===== config.mk =====
export PLATFORM = sky130hd
export DESIGN_NAME = prog_mem_sequencer
export DESIGN_NICKNAME = d
export VERILOG_FILES = /design/src/rtl/prog_mem_pkg.sv /design/src/rtl/prog_mem_array.sv /design/src/rtl/prog_mem_sequencer.sv
export SDC_FILE = /design/constraint.sdc
export NUM_CORES = 1
export LEC_CHECK = 0
export CAP_MARGIN = 15
export CORE_MARGIN = 3
export CORE_UTILIZATION = 40
export CTS_CLUSTER_DIAMETER = 40
export DETAILED_ROUTE_END_ITERATION = 10
export GPL_ROUTABILITY_DRIVEN = 0
export PLACE_DENSITY_LB_ADDON = 0.2
export RECOVER_POWER = 100
export SYNTH_ARGS = -nofsm -noshare
export SYNTH_HDL_FRONTEND = slang
export SYNTH_SLANG_ARGS = --single-unit

===== constraint.sdc =====
create_clock -name clk -period 2.2 [get_ports clk]
set_input_delay 0.22 -clock clk [delete_from_list [all_inputs] [get_ports clk]]
set_output_delay 0.22 -clock clk [all_outputs]
set_load 0.03 [all_outputs]

===== src/rtl/prog_mem_pkg.sv =====
// Shared types and defaults for the nibble-CPU program memory sequencer.
// Holds the FSM state encoding, the default geometry and the no-op opcode used to clear memory.
package prog_mem_pkg;

    localparam int PM_ADDR_W   = 4;
    localparam int PM_DATA_W   = 4;
    localparam int PM_DEPTH    = 16;
    localparam int PM_BOOT_CYC = 2;

    localparam logic [3:0] PM_NOP = 4'h0;

    typedef enum logic [1:0] {
        ST_IDLE = 2'd0,
        ST_LOAD = 2'd1,
        ST_BOOT = 2'd2,
        ST_RUN  = 2'd3
    } pm_state_e;

endpackage


===== src/rtl/prog_mem_array.sv =====
// DEPTH x DATA_W register file: one synchronous write port, one combinational read port.
// Synchronous reset clears every word to the no-op opcode.
module prog_mem_array
    import prog_mem_pkg::*;
#(
    parameter int ADDR_W = PM_ADDR_W,
    parameter int DATA_W = PM_DATA_W,
    parameter int DEPTH  = PM_DEPTH
) (
    input  logic              clk,
    input  logic              reset,
    input  logic              we,
    input  logic [ADDR_W-1:0] waddr,
    input  logic [DATA_W-1:0] wdata,
    input  logic [ADDR_W-1:0] raddr,
    output logic [DATA_W-1:0] rdata
);

    logic [DATA_W-1:0] mem_reg [DEPTH];
    logic [DEPTH-1:0]  word_we;

    genvar gi;
    generate
        for (gi = 0; gi < DEPTH; gi++) begin : g_word_we
            assign word_we[gi] = we && (waddr == ADDR_W'(gi));
        end
    endgenerate

    always_ff @(posedge clk) begin
        for (int i = 0; i < DEPTH; i++) begin
            if (reset) begin
                mem_reg[i] <= DATA_W'(PM_NOP);
            end else if (word_we[i]) begin
                mem_reg[i] <= wdata;
            end
        end
    end

    // Zero-latency read: the CPU samples mem_in one cycle after driving its address.
    assign rdata = mem_reg[raddr];

endmodule


===== src/rtl/prog_mem_sequencer.sv =====
// Program memory owner for the nibble CPU: serial loader, boot sequencing and CPU fetch port.
// Optional LD_CHECKSUM_EN adds a trailing checksum beat that must match before booting.
module prog_mem_sequencer
    import prog_mem_pkg::*;
#(
    parameter int ADDR_W   = PM_ADDR_W,
    parameter int DATA_W   = PM_DATA_W,
    parameter int DEPTH    = PM_DEPTH,
    parameter int BOOT_CYC = PM_BOOT_CYC
) (
    input  logic              clk,
    input  logic              reset,
    input  logic [ADDR_W-1:0] cpu_addr,
    output logic [DATA_W-1:0] cpu_data,
    output logic              cpu_reset,
    input  logic              ld_start,
    input  logic              ld_valid,
    output logic              ld_ready,
    input  logic [DATA_W-1:0] ld_data,
    input  logic              ld_last,
    output logic [1:0]        state_o,
    output logic [ADDR_W:0]   ld_count
);

    localparam int CNT_W = ADDR_W + 1;
    localparam int BC_W  = (BOOT_CYC > 1) ? $clog2(BOOT_CYC) : 1;

    pm_state_e         state_reg, state_next;
    logic [ADDR_W-1:0] wptr_reg;
    logic [CNT_W-1:0]  count_reg;
    logic [BC_W-1:0]   boot_cnt_reg;

    logic load_start;
    logic beat;
    logic data_beat;
    logic load_end;
    logic boot_done;

    // A start pulse while booting is ignored; everywhere else it (re)opens a load.
    assign load_start = ld_start && (state_reg != ST_BOOT);
    assign beat       = ld_valid && ld_ready && !ld_start;
    assign boot_done  = (boot_cnt_reg == BC_W'(BOOT_CYC - 1));

`ifdef LD_CHECKSUM_EN
    logic              ck_wait_reg;
    logic [DATA_W-1:0] sum_reg;
    logic              ck_beat;

    assign data_beat = beat && !ck_wait_reg;
    assign ck_beat   = beat && ck_wait_reg;
`else
    assign data_beat = beat;
`endif

    assign load_end = data_beat && (ld_last || (wptr_reg == ADDR_W'(DEPTH - 1)));

    // State register
    always_ff @(posedge clk) begin
        if (reset) begin
            state_reg <= ST_IDLE;
        end else begin
            state_reg <= state_next;
        end
    end

    // Next-state logic
    always_comb begin
        state_next = state_reg;
        case (state_reg)
            ST_IDLE: begin
                if (ld_start) state_next = ST_LOAD;
            end
            ST_LOAD: begin
                if (ld_start) begin
                    state_next = ST_LOAD;
`ifdef LD_CHECKSUM_EN
                end else if (ck_beat) begin
                    state_next = (ld_data == sum_reg) ? ST_BOOT : ST_IDLE;
`else
                end else if (load_end) begin
                    state_next = ST_BOOT;
`endif
                end
            end
            ST_BOOT: begin
                if (boot_done) state_next = ST_RUN;
            end
            ST_RUN: begin
                if (ld_start) state_next = ST_LOAD;
            end
            default: state_next = ST_IDLE;
        endcase
    end

    // Outputs decoded from the current state
    always_comb begin
        cpu_reset = 1'b1;
        ld_ready  = 1'b0;
        case (state_reg)
            ST_LOAD: ld_ready  = 1'b1;
            ST_RUN:  cpu_reset = 1'b0;
            default: begin
                cpu_reset = 1'b1;
                ld_ready  = 1'b0;
            end
        endcase
    end

    // Write pointer, beat counter and boot timer
    always_ff @(posedge clk) begin
        if (reset) begin
            wptr_reg     <= '0;
            count_reg    <= '0;
            boot_cnt_reg <= '0;
        end else begin
            if (load_start) begin
                wptr_reg  <= '0;
                count_reg <= '0;
            end else if (data_beat) begin
                wptr_reg <= wptr_reg + 1'b1;
                if (count_reg != CNT_W'(DEPTH)) begin
                    count_reg <= count_reg + 1'b1;
                end
            end
            boot_cnt_reg <= (state_reg == ST_BOOT) ? boot_cnt_reg + 1'b1 : '0;
        end
    end

`ifdef LD_CHECKSUM_EN
    // Running modulo sum; ck_wait_reg marks that only the checksum beat is still owed.
    always_ff @(posedge clk) begin
        if (reset) begin
            ck_wait_reg <= 1'b0;
            sum_reg     <= '0;
        end else if (load_start) begin
            ck_wait_reg <= 1'b0;
            sum_reg     <= '0;
        end else if (data_beat) begin
            sum_reg <= sum_reg + ld_data;
            if (load_end) ck_wait_reg <= 1'b1;
        end else if (ck_beat) begin
            ck_wait_reg <= 1'b0;
        end
    end
`endif

    prog_mem_array #(
        .ADDR_W (ADDR_W),
        .DATA_W (DATA_W),
        .DEPTH  (DEPTH)
    ) u_mem (
        .clk   (clk),
        .reset (reset),
        .we    (data_beat),
        .waddr (wptr_reg),
        .wdata (ld_data),
        .raddr (cpu_addr),
        .rdata (cpu_data)
    );

    assign state_o  = state_reg;
    assign ld_count = count_reg;

endmodule

==> impl_summary.log <==
[metrics] initial antenna violation count: 0
[metrics] peak clock frequency supported by timing: 0.4968 GHz
[metrics] Mapped Cells: 305
[metrics] FF/Latch Area: 2162 µm²
[metrics] average cell area after synthesis: 12.27 µm²
[metrics] critical path fanouts, max: 1
[metrics] Final Cycle Share: 91.50%
[metrics] antenna diode count: 0
[metrics] area enclosed by the die boundary: 10560 µm²
[metrics] number of rows created at floorplan: 34
[metrics] flip-flop and latch count after synthesis: 76
[metrics] share of post-route cells with drive strength above 1: 10.00%
[metrics] CP Capture Type: output pin
[metrics] number of global-route vias before repair: 2468
[metrics] most instantiated flip-flop cell in the synthesis netlist: sky130_fd_sc_hd__edfxtp_1
[metrics] Core Util, Final: 49.23%
[metrics] placeable core region: 8891 µm²
[metrics] number of CTS-inserted buffers: 9
[metrics] flip-flop count of the largest register, all copies and words added: 64
[metrics] length of the first detailed-routing pass in iterations: 4
[metrics] portion of synthesized cell area occupied by the leading cell type: 51.34%
[metrics] number of cells on the worst reg-to-reg path: 5
[metrics] final hold viol count: 0
[metrics] post-DR wirelength/cell: 19.02 µm
[metrics] max incr delay on CP: 0.53 ns
[metrics] Design Area, Final: 4377 µm²
[metrics] leading post-synthesis cells by cell area: sky130_fd_sc_hd__edfxtp_1, sky130_fd_sc_hd__mux4_1, sky130_fd_sc_hd__nor2_1
[metrics] static power due to leakage: 1.552 nW
[metrics] synthesized cell area: 3744 µm²
[metrics] headroom to the max-slew limit: 53.39%
[metrics] RSZ-0062 raised after global routing: false
[metrics] Net count, final: 357
[metrics] share of synthesized cell area in full adder, half adder and majority cells: 3.008%
[metrics] via count: 2472
[metrics] Final setup violation count: 0
[metrics] standard cell with the maximum stage delay on the critical path: sky130_fd_sc_hd__mux4_1
[metrics] Detail Route Antenna Nets: 0
[metrics] Synth Area in Simple Gates: 15.68%
[metrics] total design power: 3.225 mW
[metrics] non-filler cells, final: 448
[metrics] maximum number of pins on one net before global-route repair: 17
[metrics] clock root buffer: sky130_fd_sc_hd__clkbuf_8
[metrics] number of fill cells in the layout: 807
[metrics] worst hold path class: flop to flop
[metrics] Avg Vias per Cell: 5.518
[metrics] Final WS setup: 0.1871 ns
[metrics] number of clock sinks: 76
[metrics] HPWL after DPL: 6238 µm
[metrics] pwr dens: 736.9 nW/µm²
[metrics] shortest clock period the worst path allows after layout: 2.013 ns
[metrics] number of design-rule violations left by the first detailed-router iteration: 183
[metrics] synthesized-area fraction occupied by ao, oa, aoi and oai cells: 8.255%
[metrics] total instance count after detailed placement: 431
[metrics] fraction of synthesized area in multiplexers: 11.23%
[metrics] insertion delay of the later-clocked pin in the worst-skew pair: 0.35 ns
[metrics] nets in the synthesized netlist: 327
[metrics] pre-CTS WS: -0.4194 ns
[metrics] starting density of the core: 42.11%
[metrics] number of remaining DRC errors: 0
[metrics] area share of xor/xnor cells in the synthesized design: 0.2340%
[metrics] number of cells traversed by the worst hold path: 2
[metrics] total cell area at the placement stage: 4136 µm²
[metrics] All-Layer GR Usage: 17.70%
[metrics] Tightest Pin Transition: 0.6977 ns
[metrics] area of combinational cells with multiple inputs: 1453 µm²
[metrics] hold buffer count at cts: 0
[metrics] sequential area share after synthesis: 57.75%
[metrics] wire length of the first global-routing pass: 13720 µm
[metrics] Top Ports: 26
[metrics] Arr. time, crit path: 1.79 ns
[metrics] final-layout setup total negative slack: 0 ns
[metrics] overall die height: 102.7 µm
[metrics] max-cap check violation count: 0
[metrics] count of flip-flops with a built-in enable after synthesis: 64
[metrics] Synth-to-Final Area Change: 16.91%
[metrics] status: finished, final reports clean
[metrics] residual overflow from global routing: 0
[metrics] count of final max-slew check failures: 0
[metrics] Hold Slack: 0.5181 ns
[metrics] category of the critical setup timing path: flop to output pin
[metrics] die width: 102.7 µm
[metrics] distinct cell type count of the synthesized netlist: 36
[metrics] Async SR Flop Fraction: 0%
[metrics] dominant cell type by area after synthesis: sky130_fd_sc_hd__edfxtp_1
[metrics] main combinational cell family by area after synthesis: simple AND/OR/NAND/NOR gates
[metrics] # H-tree levels: 3
[metrics] final wirelength: 8521 µm
[metrics] TritonCTS clock tree: built
[metrics] count of input and output buffers: 25
[metrics] startpoint kind of the worst setup timing path: flop
[metrics] Critical Path, Cell by Cell: mux4_1, a22oi_1, nand2_1, buf_2
[metrics] clock input transition at the sequential cells of the worst setup and hold paths: 0.07 ns
[metrics] endpoint required time on the critical path: 1.98 ns
[metrics] Max VDD drop: 340.3 µV
[metrics] clock buffer depth: 2
[metrics] count of synthesis-stage warnings from yosys: 0
[metrics] clk_skew: 0.01069 ns
-- per-layer routing --
metal	global-route usage [%]	part of all wire [%]	up-vias
met5	0	0	-
met1	24.73	44	1200
li1	-	-	1175
met4	3.884	0.92	0
met3	5.210	6.9	8
met2	27.66	48	89
-- cell usage after synthesis (2+ instances only) --
library cell	count
sky130_fd_sc_hd__or3_1	4
sky130_fd_sc_hd__a21oi_1	9
sky130_fd_sc_hd__nor2_1	69
sky130_fd_sc_hd__a31oi_1	2
sky130_fd_sc_hd__nand2b_1	4
sky130_fd_sc_hd__inv_1	9
sky130_fd_sc_hd__ha_1	9
sky130_fd_sc_hd__nand2_1	31
sky130_fd_sc_hd__nand3_1	3
sky130_fd_sc_hd__clkbuf_1	10
sky130_fd_sc_hd__mux4_1	16
sky130_fd_sc_hd__dfxtp_1	12
sky130_fd_sc_hd__or2_2	3
sky130_fd_sc_hd__and4b_1	4
sky130_fd_sc_hd__o21bai_1	13
sky130_fd_sc_hd__buf_6	2
sky130_fd_sc_hd__edfxtp_1	64
sky130_fd_sc_hd__buf_2	5
sky130_fd_sc_hd__a22oi_1	8
sky130_fd_sc_hd__a21o_1	4
sky130_fd_sc_hd__o21ai_0	7
sky130_fd_sc_hd__nor2b_1	2
sky130_fd_sc_hd__nand4b_1	2
-- cell usage in the layout, fill, tap and decap left out, types with 2 or more instances in the layout --
| cell | instances |
|---|---|
| sky130_fd_sc_hd__or3_1 | 4 |
| sky130_fd_sc_hd__a31oi_1 | 2 |
| sky130_fd_sc_hd__inv_1 | 9 |
| sky130_fd_sc_hd__nor2b_1 | 2 |
| sky130_fd_sc_hd__ha_1 | 9 |
| sky130_fd_sc_hd__nor2_1 | 69 |
| sky130_fd_sc_hd__dfxtp_1 | 12 |
| sky130_fd_sc_hd__and4b_1 | 4 |
| sky130_fd_sc_hd__nand2_1 | 31 |
| sky130_fd_sc_hd__a22oi_2 | 3 |
| sky130_fd_sc_hd__a21oi_1 | 9 |
| sky130_fd_sc_hd__nand2b_1 | 4 |
| sky130_fd_sc_hd__dlygate4sd3_1 | 8 |
| sky130_fd_sc_hd__clkdlybuf4s50_1 | 12 |
| sky130_fd_sc_hd__clkbuf_1 | 6 |
| sky130_fd_sc_hd__o21bai_1 | 13 |
| sky130_fd_sc_hd__buf_4 | 5 |
| sky130_fd_sc_hd__nand3_1 | 3 |
| sky130_fd_sc_hd__buf_12 | 2 |
| sky130_fd_sc_hd__a21o_1 | 4 |
| sky130_fd_sc_hd__buf_2 | 3 |
| sky130_fd_sc_hd__clkbuf_8 | 9 |
| sky130_fd_sc_hd__edfxtp_1 | 64 |
| sky130_fd_sc_hd__o21ai_0 | 7 |
| sky130_fd_sc_hd__mux4_1 | 16 |
| sky130_fd_sc_hd__nand4b_1 | 2 |
| sky130_fd_sc_hd__a22oi_1 | 5 |
| sky130_fd_sc_hd__bufinv_16 | 3 |
| sky130_fd_sc_hd__or2_2 | 3 |
-- final cells by class --
cell class | instances | share of cell area, %
Timing Repair Buffer | 38 | 8.090
Inverter | 9 | 0.7719
Sequential cell | 76 | 49.40
Clock inverter | 6 | 2.544
Multi-Input combinational cell | 201 | 33.19
Clock buffer | 10 | 2.916
Tap cell | 108 | 3.087
-- report_power, final --
part / switching (mW) / total, mW / leakage (nW) / internal (mW)
registers: 0.0249 / 1.63 / 0.749 / 1.61
logic: 0.177 / 0.317 / 0.685 / 0.140
clock network: 0.519 / 1.28 / 0.119 / 0.757
total: 0.721 / 3.23 / 1.55 / 2.50
-- what timing repair did --
action / CTS / global route
setup endpoints to repair: 4 / 4
gates cloned: 0 / 1
gates resized for setup: 23 / 4
hold endpoints to repair: 0 / 0
buffers inserted: 0 / 0
-- worst paths after layout --
kind / startpoint / to / slack [ns]
worst min-delay path: wptr_reg[0] / wptr_reg[0] / 0.52
worst min register to register: wptr_reg[0] / wptr_reg[0] / 0.52
worst max-delay path: u_mem.mem_reg[9][1] / cpu_data[1] / 0.19
worst max register to register: state_o[1] / u_mem.mem_reg[15][3] / 0.32
-- critical path, delay by kind of cell, from the launching register on --
kind,cells,cell delay [ns]
AOI/OAI and AO/OA,1,0.26
buffers and inverters,1,0.18
DFF,1,0.42
muxes,1,0.53
and+or+nand+nor,1,0.07
-- logic make-up (layout without fill, tap and decap cells) --
logic type	count (synthesis)	count (layout)
simple gates	129	129
buf+inv	28	63
fa+ha+maj	9	9
xor+xnor	1	1
flops	76	76
mux	16	16
compound gates	46	46
No activity file was read; power rests on OpenSTA's default activity.
